[src/rtl/frame_fill_scheduler.sv]
// Round-robin fill scheduler: grants one display bank at a time and streams
// FRAME_WORDS source words into it as registered bank writes, then pulses done.
module frame_fill_scheduler #(
    parameter int unsigned DATA_W      = 32,
    parameter int unsigned FRAME_WORDS = 400,
    parameter int unsigned ADDR_W      = 9
) (
    input  logic              clock,
    input  logic              reset,
    input  logic              req0,
    input  logic              req1,
    input  logic              src_valid,
    input  logic [DATA_W-1:0] src_data,
    output logic              src_ready,
    output logic              WE0,
    output logic              WE1,
    output logic [ADDR_W-1:0] WAddr,
    output logic [DATA_W-1:0] WData,
    output logic              done0,
    output logic              done1,
    output logic              busy,
    output logic              grant_id
);

    typedef enum logic [1:0] {IDLE, GRANT, XFER, DONE} state_t;

    localparam logic [ADDR_W-1:0] LAST_ADDR = ADDR_W'(FRAME_WORDS - 1);

    state_t              state_q, state_d;
    logic                last_grant_q, last_grant_d;
    logic [ADDR_W-1:0]   cnt_q, cnt_d;
    logic                we0_d, we1_d, done0_d, done1_d, busy_d, grant_d;
    logic [ADDR_W-1:0]   waddr_d;
    logic [DATA_W-1:0]   wdata_d;
    logic                pick;

    // State, counter and registered outputs
    always_ff @(posedge clock or posedge reset) begin
        if (reset) begin
            state_q      <= IDLE;
            last_grant_q <= 1'b1;
            cnt_q        <= '0;
            WE0          <= 1'b0;
            WE1          <= 1'b0;
            WAddr        <= '0;
            WData        <= '0;
            done0        <= 1'b0;
            done1        <= 1'b0;
            busy         <= 1'b0;
            grant_id     <= 1'b0;
        end else begin
            state_q      <= state_d;
            last_grant_q <= last_grant_d;
            cnt_q        <= cnt_d;
            WE0          <= we0_d;
            WE1          <= we1_d;
            WAddr        <= waddr_d;
            WData        <= wdata_d;
            done0        <= done0_d;
            done1        <= done1_d;
            busy         <= busy_d;
            grant_id     <= grant_d;
        end
    end

    // Arbitration, beat acceptance and next-output computation
    always_comb begin
        state_d      = state_q;
        last_grant_d = last_grant_q;
        cnt_d        = cnt_q;
        we0_d        = 1'b0;
        we1_d        = 1'b0;
        waddr_d      = WAddr;
        wdata_d      = WData;
        done0_d      = 1'b0;
        done1_d      = 1'b0;
        busy_d       = busy;
        grant_d      = grant_id;
        src_ready    = 1'b0;
        pick         = (req0 && req1) ? ~last_grant_q : req1;

        case (state_q)
            IDLE: begin
                if (req0 || req1) begin
                    grant_d      = pick;
                    last_grant_d = pick;
                    busy_d       = 1'b1;
                    state_d      = GRANT;
                end
            end
            GRANT: begin
                cnt_d   = '0;
                state_d = XFER;
            end
            XFER: begin
                src_ready = 1'b1;
                if (src_valid) begin
                    we0_d   = ~grant_id;
                    we1_d   = grant_id;
                    waddr_d = cnt_q;
                    wdata_d = src_data;
                    // The last beat's done pulse lands together with its write
                    if (cnt_q == LAST_ADDR) begin
                        done0_d = ~grant_id;
                        done1_d = grant_id;
                        state_d = DONE;
                    end else begin
                        cnt_d = cnt_q + ADDR_W'(1);
                    end
                end
            end
            DONE: begin
                busy_d  = 1'b0;
                state_d = IDLE;
            end
            default: state_d = IDLE;
        endcase
    end

endmodule

[config.mk]
export PLATFORM = sky130hd
export DESIGN_NAME = frame_fill_scheduler
export DESIGN_NICKNAME = d
export VERILOG_FILES = /design/src/rtl/frame_fill_scheduler.sv
export SDC_FILE = /design/constraint.sdc
export NUM_CORES = 1
export LEC_CHECK = 0
export CAP_MARGIN = 20
export CORE_ASPECT_RATIO = 0.8
export CORE_MARGIN = 2
export CORE_UTILIZATION = 45
export CTS_CLUSTER_DIAMETER = 150
export DETAILED_ROUTE_END_ITERATION = 8
export MAX_ROUTING_LAYER = met4
export PLACE_DENSITY = 0.79
export SYNTH_ARGS = -nofsm -noshare
export SYNTH_HDL_FRONTEND = slang
export SYNTH_SLANG_ARGS = --single-unit
[constraint.sdc]
create_clock -name clock -period 2.2 [get_ports clock]
set_input_delay 0.66 -clock clock [delete_from_list [all_inputs] [get_ports clock]]
set_output_delay 0.66 -clock clock [all_outputs]
set_load 0.02 [all_outputs]
== Word-level counts from Yosys, hierarchy flattened ==
Cells that the tools add are included.
Storage, ports and cells
  memory bits (read-only): 0
  register bits after elaboration: 59
  input bits: 37
  latch bits: 0
  RAM bits: 0
  memories kept: 0
Operators by class
  multipliers: 0
  reductions and logical operators: 10
  $lt $le $gt $ge: 0
  divide/modulo/power cells: 0
  bitwise operators: 2
  equal/unequal tests: 8
  mux-type cells: 21
  shift operators: 0
  add/sub/neg operators: 1
Operator list (count)
  $mux W9: 2
  $pmux W9 S2: 1
  $mux W1: 13
  $add A9 B1 Y9 const B: 1
  $eq A9 B9 Y1 const B: 1
  $ne A2 B2 Y1 const B: 4
  $pmux W2 S4: 1
  $mux W2: 3
  $reduce_and A2 Y1: 3
  $reduce_and A3 Y1: 2
  $eq A2 B2 Y1 const B: 2
  $reduce_bool A2 Y1: 2
  $eq A2 B1 Y1 const B: 1
  $logic_not A2 Y1: 1
  $not A1 Y1: 2
  $pmux W1 S2: 1
  $logic_and A1 B1 Y1: 1
  $logic_or A1 B1 Y1: 1

== Depth between registers and ports, before layout ==
  depth after elaboration: 4
  gate-level depth with buffers: 6
  depth with buffers taken out: 6

== Worst setup path before layout ==
Ideal clock, no wire load.
  path type: register to register
  start point: register state_q[0]
  end point: register cnt_q[5]
  arrival time: 1654 ps
  stages on the path, launching flop included: 6
  required time: 2076 ps
  slack: 423 ps
  period minus slack after synthesis: 1777 ps
  library setup time: 124 ps
  cell sequence: dfrtp_1 -> inv_1 -> ha_1 -> nand2_1 -> o311a_2 -> a211o_1
On the way
  cells in the longest elaborated chain, start to end: 3
  elaborated cells between the ends (all ways): 7
  those cells by class: eq/ne: 4; mux: 1; reduce/logical: 2
RTL lines
  from (decl): line 29  | state_t state_q, state_d;
  from (signal assigned): line 52  | state_q <= state_d;
  $eq A2 B2 Y1 or $eq A2 B1 Y1 (tied branches): line 82  | case (state_q)
  $ne A2 B2 Y1 (no line) or $reduce_bool A2 Y1 (tied branches)
  $reduce_and A3 Y1 (no line)
  to (signal assigned): line 54  | cnt_q <= cnt_d;
  to (decl): line 31  | logic [ADDR_W-1:0] cnt_q, cnt_d;
Several ways; a longest one is shown, not always the timed one.
A chain may end at the register's enable or synchronous reset.

== Final worst setup path ==
  start point: register state_q[0]
  end point: output src_ready
On the way
  cells in the longest elaborated chain, start to end: 2
RTL lines
  $eq A2 B2 Y1: line 82
  $mux W1: line 82
  to (decl): line 14  | output logic src_ready,
Every way passes these cells.

==> impl.org <==
** Status
- Outcome :: finished clean

** Placement
- Post-DP HPWL :: 3.51 mm
- After detailed placement, the design holds a cell count of 325.
- Routability congestion estimate :: 0.764
- Buffers placed on the I/O ports in this run total 84.
- Dpl ws :: 0.112 ns
- Instance area after placement :: 3440 um2

** Power and ir drop
- Combinational cells account for 44.4% of the total power.
- Switching portion of total power :: 33.4%
- Cell-internal power :: 0.00330 W
- Summed over all cells, the static leakage comes to 1.65 nW.
- VDD sags by at most 0.000834 V.
- The analysis attributes to net switching a power of 0.00165 W.
- Reg power frac :: 35.2%
- For this design the ratio of total power to cell area is 1360 nW/um2.
- Per report_power, the clock group accounts for 20.5% of the total.

** Global route
- Entering global routing, the biggest net connects 30 pins.
- Across every metal layer, demand over resource in global routing totals 17.9%.
- The number of global-route vias before repair came to 1804.
- GRT Residual Overflow :: 0
- Antenna violations before repair :: 0
- The first global-routing pass estimated 8.33 mm of wire.

** Worst setup path
- Of all nets on the critical path, the largest fanout is 4.
- Crit path capture type :: output port
- Startpoint kind of the worst setup timing path :: flip-flop
- The critical path is of the reg2out type.
- The cell family contributing the most delay on the critical path is buffers and inverters.
- Critical Path Slowest Stage Cell :: dfrtp_1
- The largest single stage delay on the critical path is 0.42 ns.
- Reg-to-reg critical path startpoint :: state_q[0]
- Crit path buf inv count :: 2
- Origin of the worst setup path :: state_q[0]
- Traced cell by cell, the critical path runs through inv_1 > ha_1 > dlygate4sd2_1.
- For the worst setup path, the data required time is 1.54 ns.
- For the worst setup path, the data arrival time is 1.37 ns.

** Finish
- The area growth from synthesis to layout is 46.5%.
- In the layout the commonest cells are clkdlybuf4s50_1, dfrtp_1, mux2_2, clkbuf_8, nand2_1.
- # fillers :: 402
- Post-route design area :: 3650 um2
- Commonest non-fill, non-tap cell in the layout :: clkdlybuf4s50_1
- The count of cells in the finished layout, fillers not included, comes to 341.
- The final layout contains 314 nets.
- End-of-flow core utilization :: 67.5%
- Of the cells placed in the final design, the portion with a size suffix greater than 1 is 27.9%.
- The number of antenna diodes in the final layout is 0.

** Die
- I/O pin cnt :: 85
- Floorplan core area :: 5410 um2
- In this run the core area contains 24 standard-cell rows.
- Measured along the y axis, the die boundary spans 70.5 um.
- Effective utilization at floorplan :: 46.1%
- Area enclosed by the die boundary :: 6150 um2
- Die span in x :: 87.2 um

** Timing
- Post-layout worst setup margin :: 0.170 ns
- Setup_tns :: 0 ns
- Worst-Margin Slew :: 0.393 ns
- Setup repair after global routing missed its margin :: no
- Number of failing hold endpoints at the final stage :: 0
- Worst clock skew :: 0.00497 ns
- Measured against its own limit, the worst slew margin works out to 73.8%.
- Final critical path time including I/O delays and setup :: 2.03 ns
- Crit share post-route :: 92.3%
- The number of pins with negative max-slew slack in the final report came to 0.
- Setup violations remaining at the end of the flow were counted as 0.
- Static timing analysis puts the maximum clock frequency at 493 MHz.

** Logic synthesis
- The synthesized netlist occupies a cell area of 2490 um2.
- Synth area leader :: dfrtp_1
- Counting distinct cell types in the post-synthesis netlist gives 38.
- Share of synthesized area occupied by flip-flops and latches :: 59.3%
- A synthesized cell averages 14.1 um2.
- In this run, synthesis produced a sequential element count of 59.
- Counting every net in the synthesized netlist gives 219.
- For this run, the number of Yosys warnings is 0.
- By area the synthesized netlist is led by dfrtp_1, mux2_2, ha_1.
- Of the post-synthesis cell area, the dominant cell type holds 58.3%.
- Gate count of the mapped netlist :: 176

** Clocking
- Post-CTS Setup Repair Bufs :: 0
- Clk slew on worst S/H paths :: 0.06 ns
- Root buffer cell :: clkbuf_8
- The tree built by TritonCTS fans out to 59 sinks.
- Buffer levels on the longest clock path :: 2
- In this run, post-CTS hold repair placed 0 buffers.
- TritonCTS built the clock tree.
- Clock insertion delay at the later pin of the skew report :: 0.32 ns
- Number of buffers created by CTS :: 9
- The H-tree generated during clock tree synthesis spans 3 levels.

** Job
- Max-cap violations in this run came to 0.

** Routing
- Total via count after detailed routing :: 1754
- Number of remaining DRC errors :: 0
- Detail-routed via count per cell :: 5.14
- For this run, the detailed router's first-pass iteration total came to 4.
- In the final routed layout, each cell accounts on average for 14.6 um.
- In this run, the number of DRC markers left after iteration 0 of detailed routing was 57.
- In this run the remaining antenna-violating nets after routing total 0.
- The final layout contains routed wiring with a total length of 4.99 mm.

** Hold path
- The startpoint identified for the worst hold timing path is grant_id.
- Tightest Hold Check Type :: reg2reg
power by group through the flow:
stage          combinational [W]  clock [W]  sequential [W]
2_1_floorplan           0.000844          0         0.00217
3_3_place_gp             0.00219          0         0.00174
3_5_place_dp             0.00222          0         0.00177
4_1_cts                  0.00223    0.00105         0.00175
5_1_grt                  0.00236    0.00110         0.00180
6_report                 0.00220    0.00102         0.00174
cell families after synthesis:
family | share of synthesized area (%)
xor gates and xnor gates | 0.352
adders and majority gates | 3.01
buffers and inverters | 2.61
and+or+nand+nor | 8.59
AOI/OAI and AO/OA | 6.23
DFF | 59.3
muxes | 19.8
state kept, by name (all words and copies together) (netlist names):
name and cells:
WData 32, WAddr 9, cnt_q 9, state_q 2, WE0 1, WE1 1, busy 1, done0 1
done1 1, grant_id 1, last_grant_q 1
final cells by class:
class	instances	area, um2	area share, %
Sequential cell	59	1480	40.5
Multi-Input combinational cell	106	950	26.0
Timing Repair Buffer	91	917	25.1
Clock buffer	10	128	3.50
Tap cell	65	81.3	2.23
Clock inverter	6	80.1	2.19
Inverter	4	15.0	0.412
layer usage:
metal / track usage (%) / part of all wire [%] / vias up
met1: 23.0 / 45 / 859
met2: 27.6 / 48 / 61
met5: - / 0 / -
li1: - / - / 832
met3: 6.42 / 6.5 / 2
met4: 4.10 / 0.28 / 0
cell usage after synthesis:
master     n
nor4_1     2
and2_1     1
mux2_2    43
nand4_1    4
nand3_1    3
nand2b_1   1
nor2_2     1
a211o_1    4
a21oi_4    1
nor2_1     3
a21oi_2    1
o21ai_0    3
and3_1     3
nor3_1     2
o311a_1    1
buf_4      1
and4_2     1
mux2i_1    1
and4bb_4   1
nor3b_1    1
inv_1      4
a21oi_1    2
nand2_1    9
a31oi_1    2
o32a_1     1
and4b_4    1
ha_1       6
buf_6      2
a32o_1     1
o311a_2    1
xor2_1     1
nor2b_1    1
and3_2     2
buf_2      4
dfstp_2    1
a21o_1     1
a311oi_1   1
dfrtp_1   58
through the flow:
step | power (W) | hold WS (ns)
final | 0.00496 | 0.492
after global routing | 0.00526 | 0.511
after CTS | 0.00503 | 0.498
after detailed placement | 0.00399 | 0.482
after global placement | 0.00393 | 0.485
after floorplan | 0.00301 | 0.504
worst paths after layout:
path | depth (start not counted) | slack [ns] | end
max in group asynchronous | 3 | 1.02 | last_grant_q
max reg2reg | 6 | 0.38 | WData[9]
min in group asynchronous | 2 | 0.64 | WData[19]
min | 1 | 0.49 | WE0
max | 3 | 0.17 | src_ready
min reg2reg | 1 | 0.49 | WE0
repair_timing:
item,4_1_cts,5_1_grt
endpoints found under the hold margin,0,0
resized for setup,1,0
setup endpoints to repair,1,0
worst reg2reg max path, delay by kind of cell (launching register included):
family,cells,cell delay (ns)
mux,1,0.38
simple gates,1,0.15
buf+inv,3,0.56
flops,1,0.40
fa+ha+maj,1,0.21
No activity file was read; power rests on OpenSTA's default activity.
